### config.mk
export PLATFORM = sky130hd
export DESIGN_NAME = unified_memory_arbiter
export DESIGN_NICKNAME = d
export VERILOG_FILES = /design/src/rtl/unified_memory_arbiter.sv
export SDC_FILE = /design/constraint.sdc
export NUM_CORES = 1
export LEC_CHECK = 0
export ABC_AREA = 1
export CAP_MARGIN = 20
export CORE_MARGIN = 4
export CORE_UTILIZATION = 46
export DETAILED_ROUTE_END_ITERATION = 10
export PLACE_DENSITY = 0.94
export SLEW_MARGIN = 25
export SYNTH_ARGS = -nofsm -noshare
export SYNTH_HDL_FRONTEND = slang
export SYNTH_SLANG_ARGS = --single-unit
export TNS_END_PERCENT = 100
### constraint.sdc
create_clock -name clock -period 16 [get_ports clock]
set_clock_uncertainty 0.05 [all_clocks]
set_input_delay 4 -clock clock [delete_from_list [all_inputs] [get_ports clock]]
set_output_delay 4 -clock clock [all_outputs]
set_load 0.05 [all_outputs]
### src/rtl/unified_memory_arbiter.sv
// unified_memory_arbiter: shares one single-ported memory between the
// instruction-fetch requester and the data requester of a multicycle core.
// Flow per access: IDLE (grant + latch) -> ACCESS (hold until mem_ready or
// watchdog) -> DONE (one-cycle ready pulse to the owner) -> IDLE.
// Optional macro ARBITER_ROUND_ROBIN_EN: alternate grants on ties instead of
// the default fixed data-over-instruction priority.
module unified_memory_arbiter #(
   parameter int TIMEOUT_CYCLES = 64,
   parameter int COUNTER_WIDTH  = 8
) (
   input  logic        clock,
   input  logic        reset,
   input  logic        inst_req,
   input  logic [31:0] inst_address,
   output logic        inst_ready,
   output logic [31:0] inst_data,
   input  logic        data_mem_read_enable,
   input  logic        data_mem_write_enable,
   input  logic [31:0] data_mem_address,
   input  logic [31:0] data_mem_write_data,
   input  logic [2:0]  data_mem_width,
   output logic        data_ready,
   output logic [31:0] data_mem_data_fetched,
   output logic [31:0] mem_address,
   output logic [31:0] mem_write_data,
   output logic [2:0]  mem_width,
   output logic        mem_read_enable,
   output logic        mem_write_enable,
   input  logic [31:0] mem_data_fetched,
   input  logic        mem_ready,
   output logic        bus_error
);

   localparam logic [1:0] S_IDLE   = 2'd0;
   localparam logic [1:0] S_ACCESS = 2'd1;
   localparam logic [1:0] S_DONE   = 2'd2;

   localparam logic OWN_DATA = 1'b0;
   localparam logic OWN_INST = 1'b1;

   // Watchdog fires on the TIMEOUT_CYCLES-th ACCESS cycle without mem_ready.
   localparam logic WD_EN = (TIMEOUT_CYCLES != 0);
   localparam logic [COUNTER_WIDTH-1:0] WD_LAST =
      (TIMEOUT_CYCLES == 0) ? '0 : COUNTER_WIDTH'(TIMEOUT_CYCLES - 1);

   logic [1:0]               state;
   logic                     owner;
   logic [COUNTER_WIDTH-1:0] counter;
   logic                     abort;
   logic                     data_req;
   logic                     grant_inst;
   logic                     finish_ok;
   logic                     finish_abort;

   assign data_req     = data_mem_read_enable | data_mem_write_enable;
   assign finish_ok    = (state == S_ACCESS) && mem_ready;
   assign finish_abort = (state == S_ACCESS) && !mem_ready && WD_EN && (counter == WD_LAST);

`ifdef ARBITER_ROUND_ROBIN_EN
   logic last_grant;

   // Tie goes to whichever requester was not granted last.
   always_comb begin
      grant_inst = inst_req;
      if (inst_req && data_req)
         grant_inst = (last_grant == OWN_DATA);
   end

   // Remember the most recent winner; starts as INST so data wins the first tie.
   always_ff @(posedge clock or posedge reset) begin
      if (reset)
         last_grant <= OWN_INST;
      else if (state == S_IDLE && (inst_req || data_req))
         last_grant <= grant_inst ? OWN_INST : OWN_DATA;
   end
`else
   // Fixed priority: data beats instruction fetch.
   always_comb begin
      grant_inst = inst_req & ~data_req;
   end
`endif

   // Ready and error pulses are the DONE state decoded against the owner.
   assign inst_ready = (state == S_DONE) && (owner == OWN_INST);
   assign data_ready = (state == S_DONE) && (owner == OWN_DATA);
   assign bus_error  = (state == S_DONE) && abort;

   // Sequencing: grant in IDLE, wait/watchdog in ACCESS, single-cycle DONE.
   always_ff @(posedge clock or posedge reset) begin
      if (reset) begin
         state   <= S_IDLE;
         owner   <= OWN_DATA;
         counter <= '0;
         abort   <= 1'b0;
      end else begin
         case (state)
            S_IDLE: begin
               if (inst_req || data_req) begin
                  state   <= S_ACCESS;
                  owner   <= grant_inst ? OWN_INST : OWN_DATA;
                  counter <= '0;
                  abort   <= 1'b0;
               end
            end
            S_ACCESS: begin
               if (finish_ok) begin
                  state <= S_DONE;
                  abort <= 1'b0;
               end else if (finish_abort) begin
                  state <= S_DONE;
                  abort <= 1'b1;
               end else begin
                  counter <= counter + 1'b1;
               end
            end
            S_DONE:  state <= S_IDLE;
            default: state <= S_IDLE;
         endcase
      end
   end

   // Memory-side registers: latched on grant, held through ACCESS, enables
   // dropped as the access finishes (and asynchronously on reset).
   always_ff @(posedge clock or posedge reset) begin
      if (reset) begin
         mem_address      <= '0;
         mem_write_data   <= '0;
         mem_width        <= '0;
         mem_read_enable  <= 1'b0;
         mem_write_enable <= 1'b0;
      end else if (state == S_IDLE && (inst_req || data_req)) begin
         if (grant_inst) begin
            mem_address      <= inst_address;
            mem_write_data   <= '0;
            mem_width        <= 3'b010;
            mem_read_enable  <= 1'b1;
            mem_write_enable <= 1'b0;
         end else begin
            mem_address      <= data_mem_address;
            mem_write_data   <= data_mem_write_data;
            mem_width        <= data_mem_width;
            // Read+write together is treated as a write.
            mem_read_enable  <= data_mem_read_enable & ~data_mem_write_enable;
            mem_write_enable <= data_mem_write_enable;
         end
      end else if (finish_ok || finish_abort) begin
         mem_read_enable  <= 1'b0;
         mem_write_enable <= 1'b0;
      end
   end

   // Response capture into the owner's register; aborted accesses return zero.
   always_ff @(posedge clock or posedge reset) begin
      if (reset) begin
         inst_data             <= '0;
         data_mem_data_fetched <= '0;
      end else if (finish_ok || finish_abort) begin
         if (owner == OWN_INST)
            inst_data <= finish_ok ? mem_data_fetched : 32'h0000_0000;
         else
            data_mem_data_fetched <= finish_ok ? mem_data_fetched : 32'h0000_0000;
      end
   end

endmodule

Word level (Yosys, flattened, before mapping)

Cells that the tools add are included.

Reduce and logical (&&, ||, !) cells: 19
Add/subtract/negate cells: 1
Div/mod/pow operators: 0
Mux-type cells: 22
Multiply operators: 0
Equality and inequality tests: 7
Magnitude comparators: 0
Bitwise logic cells: 6
Shift operators: 0

Operator list:

| operator              | count |
|---|---|
| $mux W32              | 3 |
| $mux W8               | 3 |
| $pmux W8 S2           | 1 |
| $mux W1               | 9 |
| $add A8 B1 Y8 const B | 1 |
| $eq A8 B6 Y1 const B  | 1 |
| $reduce_and A2 Y1     | 4 |
| $logic_and A1 B1 Y1   | 7 |
| $mux W2               | 3 |
| $ne A2 B2 Y1 const B  | 3 |
| $pmux W2 S2           | 1 |
| $reduce_and A4 Y1     | 1 |
| $reduce_bool A2 Y1    | 2 |
| $mux W3               | 1 |
| $ne A3 B3 Y1 const B  | 1 |
| $not A1 Y1            | 3 |
| $reduce_and A3 Y1     | 1 |
| $and A1 B1 Y1         | 2 |
| $eq A2 B1 Y1 const B  | 1 |
| $eq A2 B2 Y1 const B  | 1 |
| $logic_not A2 Y1      | 1 |
| $logic_or A1 B1 Y1    | 2 |
| $pmux W1 S2           | 1 |
| $logic_not A1 Y1      | 1 |
| $or A1 B1 Y1          | 1 |

Memories: 0
Logic and storage cells: 66
Latch bits: 0
RAM bits: 0
Input port bits: 137
Register bits after elaboration: 145
Output and inout bits: 136
Bits in read-only memories: 0

Depth between registers and ports, before layout

Word-level depth: 6
Depth in mapped cells: 9
Mapped depth without buffers: 8

Worst setup path before layout

Ideal clock, no wire load.

Path type: register -> output
Start: register owner
End: output inst_ready
Path buffers: 2
Required time: 11,950 ps
Cell stages (with the launch flop): 5
Path slack: 10,418 ps
Data arrival time: 1,532 ps
Cells stage by stage: dfrtp_1 -> buf_2 -> clkinv_1 -> clkbuf_1 -> nor2_1

Cells in the longest elaborated chain, start to end: 1

RTL lines:

| element                | RTL line | RTL |
|---|---|---|
| start, declared        | 47       | `logic owner;` |
| start signal, assigned | 100      | `owner <= grant_inst ? OWN_INST : OWN_DATA;` |
| $logic_and A1 B1 Y1    | 84       | `assign inst_ready = (state == S_DONE) && (owner == OWN_INST);` |
| end, declared          | 15       | `output logic inst_ready,` |

No other way between the ends.

Final worst setup path

Same ends and word-level chain as after synthesis.

==> results.json <==
{
  "yosys_warnings": 0,
  "synth-seq-cells": 145,
  "drive_gt1_frac": 0.0496,
  "r2r_end": "mem_read_enable$_DFFE_PP0P_",
  "first_pass_iters": 5,
  "syn2layout_area_growth_pct": 54.1,
  "vias_per_cell": 5.09,
  "dieHeight_um": 125,
  "cts.sinks": 145,
  "rows": 42,
  "avgSynthCellArea_sq_um": 8.10,
  "hold_depth": 2,
  "synth_cell_type_count": 26,
  "cts_buffers": 17,
  "finalHoldViolCount": 0,
  "crit_arrival_ns": 2.19,
  "post_drt_wl_per_cell_um": 16.0,
  "finalCritPeriodShare": 0.390,
  "vdd_drop_max_v": 0.000182,
  "antenna_found_initial": 0,
  "totalWireLength_um": 19600,
  "holdWs_ns": 0.418,
  "grt_pass1_wl_um": 31400,
  "die_x_um": 125,
  "vias": 6225,
  "nets": 1173,
  "syn_area_sq_um": 6290,
  "nFillCells": 893,
  "synth_ff_type": "dfrtp_1",
  "ff2ff_path_depth": 6,
  "clk_pin_slew_worst_paths_ns": 0.06,
  "antenna_cells": 0,
  "ys_seq_area_frac": 0.577,
  "finalSetupTns_ns": 0,
  "cts_tree": "yes",
  "crit_fanout": 35,
  "crit_path_end_kind": "output port",
  "gp_congestion": 0.831,
  "hold_end": "inst_data[10]$_DFFE_PP0P_",
  "post-dp-hpwl_um": 13600,
  "stdcell_count": 1224,
  "rsz0062_at_grt": "no",
  "start_util": 0.473,
  "p_leak_uw": 0.00473,
  "powerDensity_nw_per_um2": 241,
  "maxCapViolations": 0,
  "layout_common_cells": "nand2_1 (330), clkdlybuf4s50_1 (272), dfrtp_1 (145), nor2_1 (79), o21ai_1 (61)",
  "grt-ovfl-total": 0,
  "postCtsSetupBuffers": 0,
  "slowest_stage": "clkdlybuf4s50_1",
  "dieArea_sq_um": 15600,
  "worstReg2RegStart": "state[0]$_DFFE_PP0P_",
  "post-place-ws_ns": 9.00,
  "port_buffers": 272,
  "htree_levels": 4,
  "grt_pass1_vias": 6464,
  "relSlewSlack": 0.388,
  "ioPinCount": 273,
  "critPathKind": "flop to output port",
  "setup_violations": 0,
  "slew_viol_final": 0,
  "synth_enable_flop_cells": 0,
  "min_path_type": "flop to flop",
  "cts-root-buf": "clkbuf_16",
  "layout_min_cycle_time_ns": 6.24,
  "outcome": "completed",
  "clk_latency_ns": 0.41,
  "drc_errors": 0,
  "crit_path_start_kind": "flop",
  "cp.required_ns": 11.95,
  "cp_cell_sequence": "buf_4 -> clkinv_1 -> nor2_1 -> clkdlybuf4s50_1",
  "synth_cells": 777,
  "synthArstFlopShare": 1.00,
  "max-clock-path-buffers": 2,
  "hold_buffers": 0,
  "layout_commonest_cell": "nand2_1",
  "drtAntennaViolNets": 0,
  "worst_slack_ns": 9.76,
  "cts_resized": 0,
  "worst_pin_slew_ns": 0.915,
  "grt_usage": 0.250,
  "grt_start_max_net_pins": 87,
  "r2r_slack_ns": 13.65,
  "core_area_sq_um": 13300,
  "fmax_ghz": 0.160,
  "dp.cells": 1191,
  "drt_iter0_drc": 502,
  "critPathLaunch": "owner$_DFFE_PP0P_",
  "cpPeakStageDelay_ns": 0.81,
  "syn-num-nets": 915,
  "hold_start": "inst_data[10]$_DFFE_PP0P_"
}
[stage by stage]
step           instance area, sq um  power [uW]  utilization
4_1_cts                        9670        2350        0.727
3_3_place_gp                   9080        1910        0.683
2_1_floorplan                  6290        1480            -
6_report                       9700        2340        0.729
5_1_grt                        9700        2450        0.729
3_5_place_dp                   9080        1940        0.683
[kinds of logic (layout without fill, tap and decap cells)]
logic type                 after synthesis  in the layout  synth area share
and+or+nand+nor                        466            466             0.293
adders and majority gates                1              1           0.00199
xor gates and xnor gates                 1              1           0.00139
DFF                                    145            145             0.577
buffers and inverters                   89            360            0.0634
AOI/OAI and AO/OA                       75             75            0.0636
[per-layer routing]
layer | vias up | share of wire | GRT usage
li1 | 2920 | - | -
met1 | 2947 | 0.36 | 0.263
met2 | 311 | 0.51 | 0.442
met3 | 47 | 0.096 | 0.0896
met4 | 0 | 0.032 | 0.124
met5 | - | 0 | 0
[registers in the layout (all words and copies together), names as in the netlist]
| register | cells |
|---|---|
| abort | 1 |
| state | 2 |
| mem_write_data | 32 |
| data_mem_data_fetched | 32 |
| mem_read_enable | 1 |
| inst_data | 32 |
| mem_write_enable | 1 |
| mem_address | 32 |
| mem_width | 3 |
| owner | 1 |
| counter | 8 |
[how the worst max path moves through the flow]
stage	to	cells past startpoint	slack [ns]
2_1_floorplan	abort$_DFFE_PP0P_	1	8.06
3_3_place_gp	counter[5]$_DFFE_PP0P_	8	9.15
3_5_place_dp	mem_address[7]$_DFFE_PP0P_	7	9.00
4_1_cts	mem_address[7]$_DFFE_PP0P_	7	9.43
5_1_grt	mem_address[21]$_DFFE_PP0P_	7	9.58
6_report	inst_ready	4	9.76
[power by group]
part           internal [uW]  leakage (uW)  switching (uW)  total (uW)
Clock                    239      0.000284             152         391
Combinational            405       0.00263             913        1320
Sequential               534       0.00182            96.4         631
[critical path, delay by kind of cell, from the launching register on]
family | cells | cell delay [ns]
buffers and inverters | 3 | 1.32
flip-flops | 1 | 0.32
AND/OR/NAND/NOR | 1 | 0.13
[cell usage after synthesis (3+ instances only)]
cell | number | area share
nand2_1 | 330 | 0.20
dfrtp_1 | 145 | 0.58
nor2_1 | 79 | 0.047
o21ai_1 | 61 | 0.049
nand3_1 | 47 | 0.037
inv_1 | 46 | 0.027
clkbuf_1 | 17 | 0.010
buf_2 | 12 | 0.0095
o21ai_0 | 8 | 0.0064
buf_4 | 7 | 0.0083
nand2_2 | 4 | 0.0040
buf_6 | 3 | 0.0054
[layout make-up]
cell class | instances | area (sq um) | area share
flip-flops and latches | 145 | 3630 | 0.374
repair buffers | 279 | 2800 | 0.288
multi-input cells | 543 | 2270 | 0.234
clock buffers | 21 | 460 | 0.0475
well taps | 176 | 220 | 0.0227
inverters | 49 | 189 | 0.0195
clock inverters | 11 | 129 | 0.0133
Power figures use the tool's default switching activity.
